## config.mk

```make
export PLATFORM = sky130hd
export DESIGN_NAME = f2c_pkt_drain
export DESIGN_NICKNAME = d
export VERILOG_FILES = /design/src/rtl/f2c_pkt_drain.sv
export SDC_FILE = /design/constraint.sdc
export NUM_CORES = 1
export LEC_CHECK = 0
export ABC_CLOCK_PERIOD_IN_PS = 6350
export CAP_MARGIN = 0
export CORE_AREA = 2 2 475 477
export DETAILED_ROUTE_END_ITERATION = 10
export DIE_AREA = 0 0 477 479
export PLACE_DENSITY = 0.3
export SLEW_MARGIN = 0
export SYNTH_ARGS = -nofsm -noshare
export SYNTH_HDL_FRONTEND = slang
export SYNTH_SLANG_ARGS = --single-unit
```

## constraint.sdc

```tcl
create_clock -name clk -period 6.35 [get_ports clk]
set_clock_uncertainty 0.1 [all_clocks]
set_input_delay 0.9525 -clock clk [delete_from_list [all_inputs] [get_ports clk]]
set_output_delay 0.9525 -clock clk [all_outputs]
set_load 0.02 [all_outputs]
```

## src/rtl/f2c_pkt_drain.sv

```systemverilog
// f2c_pkt_drain: drains the F2C descriptor and packet ring buffers and emits
// a well-framed, tagged valid/ready flit stream toward the DMA/TLP stage.
// Each descriptor announces the packet size in flits. Flits are checked
// against that size. A packet that ends early or runs long is repaired by
// forcing eop and raising out_err. A packet whose first flit lacks sop is
// dropped through its eop.
// Optional feature macro: F2C_DRAIN_STATS_EN enables the accepted packet and
// flit counters. When the macro is undefined, both stat ports read 0.
module f2c_pkt_drain #(
   parameter int APP_IDX_WIDTH  = 10,
   parameter int FLOW_IDX_WIDTH = 13,
   parameter int SIZE_WIDTH     = 16,
   parameter int ERR_CNT_WIDTH  = 32
) (
   input  logic                                              clk,
   input  logic                                              rst_n,
   input  logic [513:0]                                      pkt_buf_rd_data,
   input  logic                                              pkt_buf_empty,
   output logic                                              pkt_buf_rd_en,
   input  logic [APP_IDX_WIDTH+FLOW_IDX_WIDTH+SIZE_WIDTH-1:0] desc_buf_rd_data,
   input  logic                                              desc_buf_empty,
   output logic                                              desc_buf_rd_en,
   output logic                                              out_valid,
   input  logic                                              out_ready,
   output logic [511:0]                                      out_data,
   output logic                                              out_sop,
   output logic                                              out_eop,
   output logic                                              out_err,
   output logic [APP_IDX_WIDTH-1:0]                          out_dsc_queue_id,
   output logic [FLOW_IDX_WIDTH-1:0]                         out_pkt_queue_id,
   output logic [SIZE_WIDTH-1:0]                             out_size,
   output logic [ERR_CNT_WIDTH-1:0]                          err_cnt,
   output logic [31:0]                                       stat_pkt_cnt,
   output logic [31:0]                                       stat_flit_cnt
);

   typedef enum logic [1:0] {IDLE = 2'd0, STREAM = 2'd1, DROP = 2'd2} state_t;

   state_t                    state_reg, state_next;
   logic [SIZE_WIDTH-1:0]     rem_reg, rem_next;
   logic [SIZE_WIDTH-1:0]     size_reg, size_next;
   logic [APP_IDX_WIDTH-1:0]  dsc_reg, dsc_next;
   logic [FLOW_IDX_WIDTH-1:0] pq_reg, pq_next;

   // Head flit and head descriptor fields.
   logic [511:0]              flit_data;
   logic                      flit_sop, flit_eop;
   logic [SIZE_WIDTH-1:0]     desc_size;
   logic [FLOW_IDX_WIDTH-1:0] desc_pq;
   logic [APP_IDX_WIDTH-1:0]  desc_dsc;

   assign flit_data = pkt_buf_rd_data[513:2];
   assign flit_sop  = pkt_buf_rd_data[1];
   assign flit_eop  = pkt_buf_rd_data[0];
   assign desc_size = desc_buf_rd_data[SIZE_WIDTH-1:0];
   assign desc_pq   = desc_buf_rd_data[FLOW_IDX_WIDTH+SIZE_WIDTH-1:SIZE_WIDTH];
   assign desc_dsc  = desc_buf_rd_data[APP_IDX_WIDTH+FLOW_IDX_WIDTH+SIZE_WIDTH-1:FLOW_IDX_WIDTH+SIZE_WIDTH];

   logic adv, first, last, desc_pop, flit_pop, fwd, beat_eop, beat_err, err_inc;

   // Output register state.
   logic                      out_valid_reg, out_sop_reg, out_eop_reg, out_err_reg;
   logic [511:0]              out_data_reg;
   logic [APP_IDX_WIDTH-1:0]  out_dsc_reg;
   logic [FLOW_IDX_WIDTH-1:0] out_pq_reg;
   logic [SIZE_WIDTH-1:0]     out_size_reg;
   logic [ERR_CNT_WIDTH-1:0]  err_cnt_reg;

   // State register: FSM state plus the latched descriptor and remaining count.
   always_ff @(posedge clk) begin
      if (!rst_n) begin
         state_reg <= IDLE;
         rem_reg   <= '0;
         size_reg  <= '0;
         dsc_reg   <= '0;
         pq_reg    <= '0;
      end else begin
         state_reg <= state_next;
         rem_reg   <= rem_next;
         size_reg  <= size_next;
         dsc_reg   <= dsc_next;
         pq_reg    <= pq_next;
      end
   end

   // Next-state logic: descriptor latch, flit countdown and framing exits.
   always_comb begin
      state_next = state_reg;
      rem_next   = rem_reg;
      size_next  = size_reg;
      dsc_next   = dsc_reg;
      pq_next    = pq_reg;
      case (state_reg)
         IDLE: begin
            // A zero-size descriptor is consumed and counted, but it does not start a packet.
            if (desc_pop && desc_size != '0) begin
               size_next  = desc_size;
               rem_next   = desc_size;
               dsc_next   = desc_dsc;
               pq_next    = desc_pq;
               state_next = STREAM;
            end
         end
         STREAM: begin
            if (flit_pop) begin
               if (first && !flit_sop) begin
                  // A sop-less first flit that also carries eop is the whole bad
                  // packet, so there is nothing left to drain.
                  state_next = flit_eop ? IDLE : DROP;
               end else if (flit_eop) begin
                  state_next = IDLE;
               end else if (last) begin
                  state_next = DROP;
               end else begin
                  rem_next = rem_reg - 1'b1;
               end
            end
         end
         DROP: begin
            if (flit_pop && flit_eop)
               state_next = IDLE;
         end
         default: state_next = IDLE;
      endcase
   end

   // Output decode: pop strobes, forward decision and framing repair flags.
   always_comb begin
      adv      = !out_valid_reg || out_ready;
      first    = (rem_reg == size_reg);
      last     = (rem_reg == SIZE_WIDTH'(1));
      desc_pop = rst_n && (state_reg == IDLE) && !desc_buf_empty;
      // In DROP, flits are discarded and never touch the output register, so
      // backpressure does not apply.
      flit_pop = rst_n && !pkt_buf_empty &&
                 (((state_reg == STREAM) && adv) || (state_reg == DROP));
      fwd      = (state_reg == STREAM) && flit_pop && !(first && !flit_sop);
      beat_eop = flit_eop || last;
      // Set when eop arrives early, or when it is missing on the last counted flit.
      beat_err = flit_eop != last;
      err_inc  = (desc_pop && desc_size == '0) ||
                 ((state_reg == STREAM) && flit_pop && first && !flit_sop) ||
                 (fwd && beat_err);
   end

   assign pkt_buf_rd_en  = flit_pop;
   assign desc_buf_rd_en = desc_pop;

   // Single output stage: load a forwarded beat, or empty when it has been accepted.
   always_ff @(posedge clk) begin
      if (!rst_n) begin
         out_valid_reg <= 1'b0;
         out_sop_reg   <= 1'b0;
         out_eop_reg   <= 1'b0;
         out_err_reg   <= 1'b0;
         out_data_reg  <= '0;
         out_dsc_reg   <= '0;
         out_pq_reg    <= '0;
         out_size_reg  <= '0;
      end else if (adv) begin
         out_valid_reg <= fwd;
         if (fwd) begin
            out_data_reg <= flit_data;
            out_sop_reg  <= first;
            out_eop_reg  <= beat_eop;
            out_err_reg  <= beat_eop && beat_err;
            // Tags travel with each beat, so a held beat keeps them even after
            // the next descriptor has been latched.
            out_dsc_reg  <= dsc_reg;
            out_pq_reg   <= pq_reg;
            out_size_reg <= size_reg;
         end
      end
   end

   // Saturating framing-error counter.
   always_ff @(posedge clk) begin
      if (!rst_n)
         err_cnt_reg <= '0;
      else if (err_inc && err_cnt_reg != {ERR_CNT_WIDTH{1'b1}})
         err_cnt_reg <= err_cnt_reg + 1'b1;
   end

   assign out_valid        = out_valid_reg;
   assign out_data         = out_data_reg;
   assign out_sop          = out_sop_reg;
   assign out_eop          = out_eop_reg;
   assign out_err          = out_err_reg;
   assign out_dsc_queue_id = out_dsc_reg;
   assign out_pkt_queue_id = out_pq_reg;
   assign out_size         = out_size_reg;
   assign err_cnt          = err_cnt_reg;

`ifdef F2C_DRAIN_STATS_EN
   logic [31:0] stat_pkt_reg, stat_flit_reg;

   // Wrap-around counters of beats and packets accepted downstream.
   always_ff @(posedge clk) begin
      if (!rst_n) begin
         stat_pkt_reg  <= '0;
         stat_flit_reg <= '0;
      end else if (out_valid_reg && out_ready) begin
         stat_flit_reg <= stat_flit_reg + 32'd1;
         if (out_eop_reg)
            stat_pkt_reg <= stat_pkt_reg + 32'd1;
      end
   end

   assign stat_pkt_cnt  = stat_pkt_reg;
   assign stat_flit_cnt = stat_flit_reg;
`else
   assign stat_pkt_cnt  = 32'd0;
   assign stat_flit_cnt = 32'd0;
`endif

endmodule
```

==> metrics.csv <==
metric;value;unit
drv_slew;0;
rsz0062_at_grt;no;
clock_latency;740;ps
synthCells;3042;
synth_area_leaders;dfxtp_1 54%, nand2_1 19%, a21oi_1 13%;
layout-drive-gt1-share;0.0467;
hold_start;out_data[452]$_SDFFE_PN0P_;
relSlewSlack;0.0960;
critPathLaunch;rst_n;
ys.flop_type;dfxtp_1;
cts_resized;0;
path_buf_inv;3;
ir_drop;0.000216;V
design_area;41600;um2
worstSetupStartpointType;primary input;
arrival;3190;ps
grt_max_degree;185;
seq_area_frac_synth;0.540;
critPathMaxFanout;11;
synth.distinct_cells;55;
synth.most_common_cell;nand2_1;
synth_top_area_frac;0.540;
finalSetupViolCount;0;
routed_wl;161000;um
clk_pin_slew;60;ps
async_flop_share;0;
period_share;0.669;
io_pins;1211;
vias;25100;
maxCapViolCount;0;
syn2layout_area_growth;74.0;%
fin_tns_setup;0;ps
cts_buffer_depth;3;
gp_congestion;0.815;
worst_slew_pin_slew;1360;ps
cp_cell_sequence;clkdlybuf4s50_1 > or4b_4 > inv_1 > clkdlybuf4s50_1;
critPathCaptureType;output port;
multi_input_area;9740;um2
syn_avg_cell_area;7.85;um2
dr.pass1.iters;5;
crit_top_cell;clkdlybuf4s50_1;
placedCellCount;6994;
vias_per_cell;3.50;
critical-path-top-delay-family;buffers and inverters;
io_buffer_count;1146;
netlist_area;23900;um2
post_cts_buffers;0;
p_leak;13.4;nW
layout_min_cycle_time;4250;ps
numCtsBuffers;95;
seqCellArea;12900;um2
path_class;primary input to output port;
cp_slowest_stage_delay;840;ps
cts.htree.levels;3;
cts_tree;built;
final_antenna_net_count;0;
final_hold_viol_count;0;
cp_slowest_cell;clkdlybuf4s50_1;
r2r_start;rem_reg[10]$_SDFFE_PN0P_;
critical_path_required;5300;ps
antenna_found_initial;98;
synth_warnings;0;
start_util;0.107;
dieHeight;479;um
drcViolationCount;0;
finalNonFillerCells;7178;
dieArea;228000;um2
dp_hpwl;124000;um
whs;351;ps
overflow;0;
wl_per_cell;22.5;um
nets;4661;
place_area;38400;um2
cts_root_buf;clkbuf_16;
grt_pass1_vias;25200;
track_usage;0.136;
largest_register_ffs;512;
outcome;completed;
synth-seq-cells;644;
ys_top_cells_by_count;1222 x nand2_1, 644 x dfxtp_1, 633 x a21oi_1;
drt_iter0_drc;1133;
core_area;224000;um2
grt_pass1_wl;218000;um
clock_sinks;644;
hold_buffers;0;
yosysTopAreaCell;dfxtp_1;
fmax;235;MHz
die_w;477;um
nFillCells;25300;
p_per_area;258;nW/um2
rows;174;
hold_class;flip-flop to flip-flop;
synth-edff-count;0;
[per-layer routing]
metal  vias to the layer above  share of wire  global-route usage
li1                      12000              -                   -
met5                         -         0.0032                   0
met2                       983           0.48               0.233
met3                       308           0.11              0.0652
met1                     11700           0.38               0.147
met4                        78          0.026              0.0414
[placed cells by master (no fill, tap or decap), types with 3 or more instances in the layout]
master	n
o22ai_1	8
clkbuf_1	30
a21oi_1	633
buf_12	16
o21ai_0	24
conb_1	64
clkbuf_16	96
inv_16	3
nor3_1	4
inv_1	13
clkdlybuf4s50_1	1146
clkinv_2	14
ha_1	4
o41ai_1	3
clkbuf_8	14
nor4_2	4
or3_1	4
buf_4	24
nand3_1	16
a32o_1	7
and2_1	4
or4_1	24
mux2i_1	3
diode_2	13
o31ai_1	26
dfxtp_1	644
and4_1	9
nor2_1	16
nand2b_1	7
nand4_1	9
xor2_1	16
clkinvlp_4	3
nand2_1	1222
nor4_1	6
and3_1	8
bufinv_16	6
[cell families (layout without fill, tap and decap cells)]
logic type	Yosys count	after routing	share of synthesized area
other	1	77	0.000157
DFF	644	644	0.540
xor gates and xnor gates	16	16	0.00587
adders and majority gates	4	4	0.00209
and+or+nand+nor	1344	1344	0.226
AOI/OAI and AO/OA	727	727	0.162
buffers and inverters	303	1371	0.0638
muxes	3	3	0.00126
[final cells by class]
| type | count | share of cell area |
|---|---|---|
| clock inverter | 31 | 0.0101 |
| clock buffer | 140 | 0.0651 |
| multi-input combinational | 2158 | 0.234 |
| timing repair buffer | 1186 | 0.288 |
| sequential | 644 | 0.310 |
| tap | 2992 | 0.0901 |
| inverter | 14 | 0.00144 |
| antenna | 13 | 0.000783 |
[tightest hold or removal path, cell delays in order (launching register included)]
cell,delay [ps]
dfxtp_1,300
nand2_1,50
a21oi_1,50
[stage by stage]
| step | power, mW | setup WS (ps) | util |
|---|---|---|---|
| 2_1_floorplan | 4.70 | 3590 | - |
| 4_1_cts | 11.0 | 2070 | 0.186 |
| 3_3_place_gp | 5.39 | 2040 | 0.172 |
| 3_5_place_dp | 5.38 | 2030 | 0.172 |
| 5_1_grt | 11.2 | 2000 | 0.186 |
| 6_report | 10.7 | 2100 | 0.186 |
[report_power, final]
group	internal (mW)	switching, mW	total [mW]
clock network	3.21	2.23	5.44
registers	4.13	0.0627	4.19
logic	0.520	0.558	1.08
[path summary, 6_finish.rpt]
path,end,slack [ps],cells after the start
max,desc_buf_rd_en,2100,4
min,out_data[452]$_SDFFE_PN0P_,350,2
min reg2reg,out_data[452]$_SDFFE_PN0P_,350,2
max reg2reg,out_data[239]$_SDFFE_PN0P_,2610,7
(Power assumes the default switching activity.)
